**src/rtl/des_pkg.sv**
```systemverilog
// Shared types, permutation tables and bit-level helpers for the DES key schedule.
// Bit numbering follows DES: bit 1 is the MSB of each vector.
package des_pkg;

  typedef logic [27:0] half28_t;
  typedef logic [55:0] cd56_t;
  typedef logic [47:0] subkey48_t;

  typedef enum logic [1:0] {
    ST_IDLE  = 2'd0,
    ST_RUN   = 2'd1,
    ST_FLUSH = 2'd2
  } ks_state_t;

  localparam logic [15:0] DES_SHIFT_MASK = 16'h8103;

  localparam logic [6:0] PC1_TAB [56] = '{
    7'd57, 7'd49, 7'd41, 7'd33, 7'd25, 7'd17, 7'd9,
    7'd1,  7'd58, 7'd50, 7'd42, 7'd34, 7'd26, 7'd18,
    7'd10, 7'd2,  7'd59, 7'd51, 7'd43, 7'd35, 7'd27,
    7'd19, 7'd11, 7'd3,  7'd60, 7'd52, 7'd44, 7'd36,
    7'd63, 7'd55, 7'd47, 7'd39, 7'd31, 7'd23, 7'd15,
    7'd7,  7'd62, 7'd54, 7'd46, 7'd38, 7'd30, 7'd22,
    7'd14, 7'd6,  7'd61, 7'd53, 7'd45, 7'd37, 7'd29,
    7'd21, 7'd13, 7'd5,  7'd28, 7'd20, 7'd12, 7'd4
  };

  localparam logic [5:0] PC2_TAB [48] = '{
    6'd14, 6'd17, 6'd11, 6'd24, 6'd1,  6'd5,
    6'd3,  6'd28, 6'd15, 6'd6,  6'd21, 6'd10,
    6'd23, 6'd19, 6'd12, 6'd4,  6'd26, 6'd8,
    6'd16, 6'd7,  6'd27, 6'd20, 6'd13, 6'd2,
    6'd41, 6'd52, 6'd31, 6'd37, 6'd47, 6'd55,
    6'd30, 6'd40, 6'd51, 6'd45, 6'd33, 6'd48,
    6'd44, 6'd49, 6'd39, 6'd56, 6'd34, 6'd53,
    6'd46, 6'd42, 6'd50, 6'd36, 6'd29, 6'd32
  };

  // Parity bits never appear in PC1, so they drop out here.
  function automatic cd56_t pc1(input logic [63:0] key);
    cd56_t cd;
    cd = '0;
    for (int i = 0; i < 56; i++) begin
      cd[6'(55 - i)] = key[6'(7'd64 - PC1_TAB[6'(i)])];
    end
    return cd;
  endfunction

  function automatic subkey48_t pc2(input cd56_t cd);
    subkey48_t sk;
    sk = '0;
    for (int i = 0; i < 48; i++) begin
      sk[6'(47 - i)] = cd[6'd56 - PC2_TAB[6'(i)]];
    end
    return sk;
  endfunction

  function automatic half28_t rol28(input half28_t h, input logic [1:0] amt);
    return (amt == 2'd2) ? {h[25:0], h[27:26]} : {h[26:0], h[27]};
  endfunction

  function automatic half28_t ror28(input half28_t h, input logic [1:0] amt);
    return (amt == 2'd2) ? {h[1:0], h[27:2]} : {h[0], h[27:1]};
  endfunction

  // Rotation amount for 1-based round r.
  function automatic logic [1:0] shift_amt(input logic [15:0] mask, input logic [4:0] r);
    return mask[4'(r - 5'd1)] ? 2'd1 : 2'd2;
  endfunction

endpackage

```
**src/rtl/des_cd_rotator.sv**
```systemverilog
// Rotates the C and D halves of a 56-bit key state independently by 1 or 2 positions.
module des_cd_rotator
  import des_pkg::*;
(
  input  cd56_t      cd,
  input  logic [1:0] amount,
  input  logic       dir,
  output cd56_t      cd_next
);

  half28_t c_s;
  half28_t d_s;

  assign c_s = cd[55:28];
  assign d_s = cd[27:0];

  // dir=1 selects right rotation (decrypt order).
  assign cd_next = dir ? {ror28(c_s, amount), ror28(d_s, amount)}
                       : {rol28(c_s, amount), rol28(d_s, amount)};

endmodule

```
**src/rtl/des_key_sched_seq.sv**
```systemverilog
// Iterative DES key schedule: emits one 48-bit subkey per accepted transfer on a
// valid/ready stream, in encrypt (K1..Kn) or decrypt (Kn..K1) order.
module des_key_sched_seq
  import des_pkg::*;
#(
  parameter int unsigned ROUNDS     = 16,
  parameter logic [15:0] SHIFT_MASK = DES_SHIFT_MASK
) (
  input  logic        clk,
  input  logic        rst_n,
  input  logic        clear_i,
  input  logic        start_i,
  input  logic        mode_i,
  input  logic [63:0] key_i,
  output logic        ready_o,
  output logic [47:0] subkey_o,
  output logic        subkey_valid_o,
  input  logic        subkey_ready_i,
  output logic [4:0]  round_o,
  output logic        last_o,
  output logic        done_o
);

  localparam logic [4:0] LAST_CNT = 5'(ROUNDS - 1);
  localparam logic [4:0] ROUNDS_W = 5'(ROUNDS);

  ks_state_t  state_r, state_s;
  cd56_t      cd_r, cd_s;
  logic [4:0] cnt_r, cnt_s;
  logic       mode_r, mode_s;
  subkey48_t  subkey_r, subkey_s;
  logic       valid_r, valid_s;
  logic [4:0] round_r, round_s;
  logic       last_r, last_s;
  logic       done_r, done_s;
  logic       ready_r, ready_s;

  cd56_t      key_cd_s;
  cd56_t      rot_in_s;
  cd56_t      rot_out_s;
  logic [1:0] rot_amt_s;
  logic       rot_dir_s;
  logic       advance_s;

  assign key_cd_s  = pc1(key_i);
  assign advance_s = !valid_r || subkey_ready_i;

  // Rotator operand: the loaded key while idle, the running C/D state otherwise.
  always_comb begin
    if (state_r == ST_RUN) begin
      rot_in_s  = cd_r;
      rot_dir_s = mode_r;
      rot_amt_s = mode_r ? shift_amt(SHIFT_MASK, ROUNDS_W - cnt_r)
                         : shift_amt(SHIFT_MASK, cnt_r + 5'd2);
    end else begin
      rot_in_s  = key_cd_s;
      rot_dir_s = 1'b0;
      rot_amt_s = shift_amt(SHIFT_MASK, 5'd1);
    end
  end

  des_cd_rotator u_rot (
    .cd      (rot_in_s),
    .amount  (rot_amt_s),
    .dir     (rot_dir_s),
    .cd_next (rot_out_s)
  );

  // Next-state and output-stage logic.
  always_comb begin
    state_s  = state_r;
    cd_s     = cd_r;
    cnt_s    = cnt_r;
    mode_s   = mode_r;
    subkey_s = subkey_r;
    valid_s  = valid_r;
    round_s  = round_r;
    last_s   = last_r;
    done_s   = 1'b0;
    if (clear_i) begin
      state_s = ST_IDLE;
      valid_s = 1'b0;
      last_s  = 1'b0;
      cnt_s   = 5'd0;
    end else begin
      case (state_r)
        ST_IDLE: begin
          if (start_i && ready_r) begin
            mode_s  = mode_i;
            // Decrypt starts from C0D0, which equals C16D16 after a full 28-bit turn.
            cd_s    = mode_i ? key_cd_s : rot_out_s;
            cnt_s   = 5'd0;
            state_s = ST_RUN;
          end else begin
            state_s = ST_IDLE;
          end
        end
        ST_RUN: begin
          if (advance_s) begin
            subkey_s = pc2(cd_r);
            valid_s  = 1'b1;
            round_s  = mode_r ? (ROUNDS_W - cnt_r) : (cnt_r + 5'd1);
            last_s   = (cnt_r == LAST_CNT);
            cnt_s    = cnt_r + 5'd1;
            if (cnt_r == LAST_CNT) begin
              state_s = ST_FLUSH;
            end else begin
              cd_s = rot_out_s;
            end
          end else begin
            state_s = ST_RUN;
          end
        end
        ST_FLUSH: begin
          if (valid_r && subkey_ready_i) begin
            valid_s = 1'b0;
            last_s  = 1'b0;
            done_s  = 1'b1;
            state_s = ST_IDLE;
          end else begin
            state_s = ST_FLUSH;
          end
        end
        default: begin
          state_s = ST_IDLE;
          valid_s = 1'b0;
          last_s  = 1'b0;
          cnt_s   = 5'd0;
        end
      endcase
    end
    // ready follows done by one cycle.
    ready_s = (state_s == ST_IDLE) && !done_s;
  end

  // State and output registers.
  always_ff @(posedge clk or negedge rst_n) begin
    if (!rst_n) begin
      state_r  <= ST_IDLE;
      cd_r     <= '0;
      cnt_r    <= 5'd0;
      mode_r   <= 1'b0;
      subkey_r <= '0;
      valid_r  <= 1'b0;
      round_r  <= 5'd0;
      last_r   <= 1'b0;
      done_r   <= 1'b0;
      ready_r  <= 1'b1;
    end else begin
      state_r  <= state_s;
      cd_r     <= cd_s;
      cnt_r    <= cnt_s;
      mode_r   <= mode_s;
      subkey_r <= subkey_s;
      valid_r  <= valid_s;
      round_r  <= round_s;
      last_r   <= last_s;
      done_r   <= done_s;
      ready_r  <= ready_s;
    end
  end

  assign ready_o        = ready_r;
  assign subkey_o       = subkey_r;
  assign subkey_valid_o = valid_r;
  assign round_o        = round_r;
  assign last_o         = last_r;
  assign done_o         = done_r;

endmodule

```
**config.mk**
```make
export PLATFORM = sky130hd
export DESIGN_NAME = des_key_sched_seq
export DESIGN_NICKNAME = d
export VERILOG_FILES = /design/src/rtl/des_pkg.sv /design/src/rtl/des_cd_rotator.sv /design/src/rtl/des_key_sched_seq.sv
export SDC_FILE = /design/constraint.sdc
export NUM_CORES = 1
export LEC_CHECK = 0
export ABC_AREA = 1
export CORE_MARGIN = 5
export CORE_UTILIZATION = 45
export CTS_BUF_LIST = sky130_fd_sc_hd__clkbuf_4
export DETAILED_ROUTE_END_ITERATION = 10
export PLACE_DENSITY_LB_ADDON = 0.12
export RECOVER_POWER = 50
export SYNTH_ARGS = -nofsm -noshare
export SYNTH_HDL_FRONTEND = slang
export SYNTH_SLANG_ARGS = --single-unit
```
**constraint.sdc**
```tcl
create_clock -name clk -period 3.05 [get_ports clk]
set_clock_uncertainty 0.05 [all_clocks]
set_input_delay 0.4575 -clock clk [delete_from_list [all_inputs] [get_ports clk]]
set_output_delay 0.4575 -clock clk [all_outputs]
set_load 0.05 [all_outputs]
```
==> metrics.csv <==
metric,value,unit
status,finished clean,
CTS tree,done,
Synth Register Bits,89,
Die W,122,microns
"commonest non-fill, non-tap cell in the layout",nand2_1,
Via density,5.33,
"Seq/Total Area, Yosys",39.4,%
mapped cell area,0.00566,sq mm
critical path data arrival time,3130,ps
Worst R2R Start,cnt_r[0],
hold_sp,subkey_o[23],
core region area,0.0125,sq mm
crit end category,flip-flop,
Final ANT Viol Nets,0,
Tightest Pin Transition,1310,ps
DP Wirelength,9190,microns
Initial Util,45.4,%
CTS Buf Count,9,
largest net degree at the start of global routing,58,
Core Rows,41,
gr ovfl total,0,
Power Dens Cells,559,mW/mm^2
Iteration-0 DRC Markers,394,
max incr delay on CP,520,ps
I/O pins,127,
Clock Latency Late Sink,460,ps
Setup crit end,cd_r[29],
CP startpoint kind,flip-flop,
via count,5448,
Final setup viols,0,
worst reg2reg path depth,16,
Slew headroom,12.6,%
WL per Instance,13.7,microns
Final Wtd Congestion,0.876,
utilization after layout,49.2,%
Worst-path clk slew,130,ps
number of H-tree levels,3,
cell mode on critical path,nand2_1,
Max Cap Viol,0,
"Net count, final",918,
CP startpoint,cnt_r[0],
Max Freq,0.361,GHz
Synth cell types,30,
clk buf depth,2,
critical-path cell list,inv_1 -> ha_1 -> nor2_1 -> nand3_1 -> nand3_1 -> nand2_1 -> nand2_1 -> nand3_4 -> nand2_4 -> buf_6 -> nand2_1 -> nand3_1 -> nand2_1 -> nand2_1 -> nand2_1 -> nand2_1,
gr usage total,19.9,%
Syn Area/Cell,6.80,sq um
Leak,3.07,nW
minimum clock period,2770,ps
min-delay worst type,flip-flop to flip-flop,
RSZ-0062 raised after global routing,false,
initial antenna violation count,1,
RR Endpoint,cd_r[29],
Fin Setup TNS,0,ps
Slew Limit Fails,0,
vias in the first global route,5311,
final WL,14000,microns
global-route wire length before repair,24200,microns
most frequent cells in the layout,"nand2_1 (315), nand3_1 (229), dfrtp_1 (88), clkdlybuf4s50_1 (36), conb_1 (32)",
IO Port Bufs,38,
Root Buffer,clkbuf_4,
number of detailed-route iterations in the first pass,5,
Die Height,122,microns
final hold vios,0,
worst-path fanout max,48,
period utilization,90.9,%
Critical Path RT,3400,ps
share of layout cells above drive strength 1,5.06,%
die footprint,0.0149,sq mm
clock tree sinks,89,
Peak VDD IR,0.000337,V
crit path max-delay cell type,dfrtp_1,
Residual DRC,0,
R2R setup slack,280,ps
Layout area overhead,8.42,%
CP Class,flip-flop to flip-flop,
Syn Inst Count,832,
Yosys warnings,0,
==> worst min path at each step <==
stage	end	cells after the start
detailed placement	subkey_o[20]	2
floorplan	cd_r[0]	0
global placement	subkey_o[16]	2
CTS	subkey_o[23]	2
finish	subkey_o[23]	2
global route	subkey_o[20]	2
==> cell type report <==
type	count	area [sq um]
Fill cell	1274	6330
Antenna cell	1	2.50
Inverter	37	141
Clock buffer	12	90.1
Tap cell	172	215
Multi-Input combinational cell	655	2920
Clock inverter	4	43.8
Timing Repair Buffer	52	493
Sequential cell	89	2230
==> state kept, by name, summed over array words and instances (netlist names), 2 cells and up <==
| signal | cells |
|---|---|
| subkey_o | 16 |
| cd_r | 56 |
| cnt_r | 5 |
| state_r | 2 |
| round_o | 5 |
==> synth_stat cells (all sizes together) <==
cell type  instances  area (sq um)
o21ai             25           136
o31ai              1          7.51
o22ai              4          25.0
ha                 4          50.1
nand3            230          1160
o21a               1          7.51
clkinv             2          7.51
xor2               2          17.5
clkbuf            24          90.1
nor3               2          15.0
nor2              23          96.4
nand4              1          6.26
buf               58           407
inv               35           131
xnor2              1          8.76
conb               1          3.75
a21oi             13          65.1
nand2            316          1190
dfstp              1          26.3
dfrtp             88          2200
==> repair_timing <==
action,in CTS,in global routing
setup endpoints to repair,0,52
hold buffers,1,0
setup buffers,0,0
endpoints found under the hold margin,43,0
gates resized for setup,0,3
==> metal layers <==
layer / wire length (microns) / track usage, %
met1: 6160 / 24.2
met3: 770 / 4.50
met2: 6880 / 35.5
met5: 0 / 0
met4: 152 / 5.25
==> critical path: cells and delay by family, from the launching register on <==
kind / cells / cell delay, ps
and+or+nand+nor: 13 / 1320
DFF: 1 / 520
buffers and inverters: 2 / 470
adders and majority gates: 1 / 330
==> report_power, final <==
part | internal (W) | switching, W
Clock | 0.000273 | 0.000395
Combinational | 0.000369 | 0.000878
Sequential | 0.00136 | 0.000154
==> cell families after synthesis <==
group	count (synthesis)	share of synthesized area, %
compound gates	44	4.27
xor+xnor	3	0.464
fa+ha+maj	4	0.884
buf+inv	119	11.2
flops	89	39.4
other cells	1	0.0662
simple gates	572	43.7
==> through the flow <==
stage                     total power [W]  setup WS (ps)  instances  area [sq um]  hold WS, ps
after floorplan                   0.00247            887        863          5780          112
after global placement            0.00277            236       1004          6010          411
after detailed placement          0.00279            181       1004          6010          414
after CTS                         0.00347            151       1021          6150          446
after global routing              0.00367           17.1       1022          6140          461
final                             0.00343            276       1022          6140          436
No activity file was read; power rests on OpenSTA's default activity.
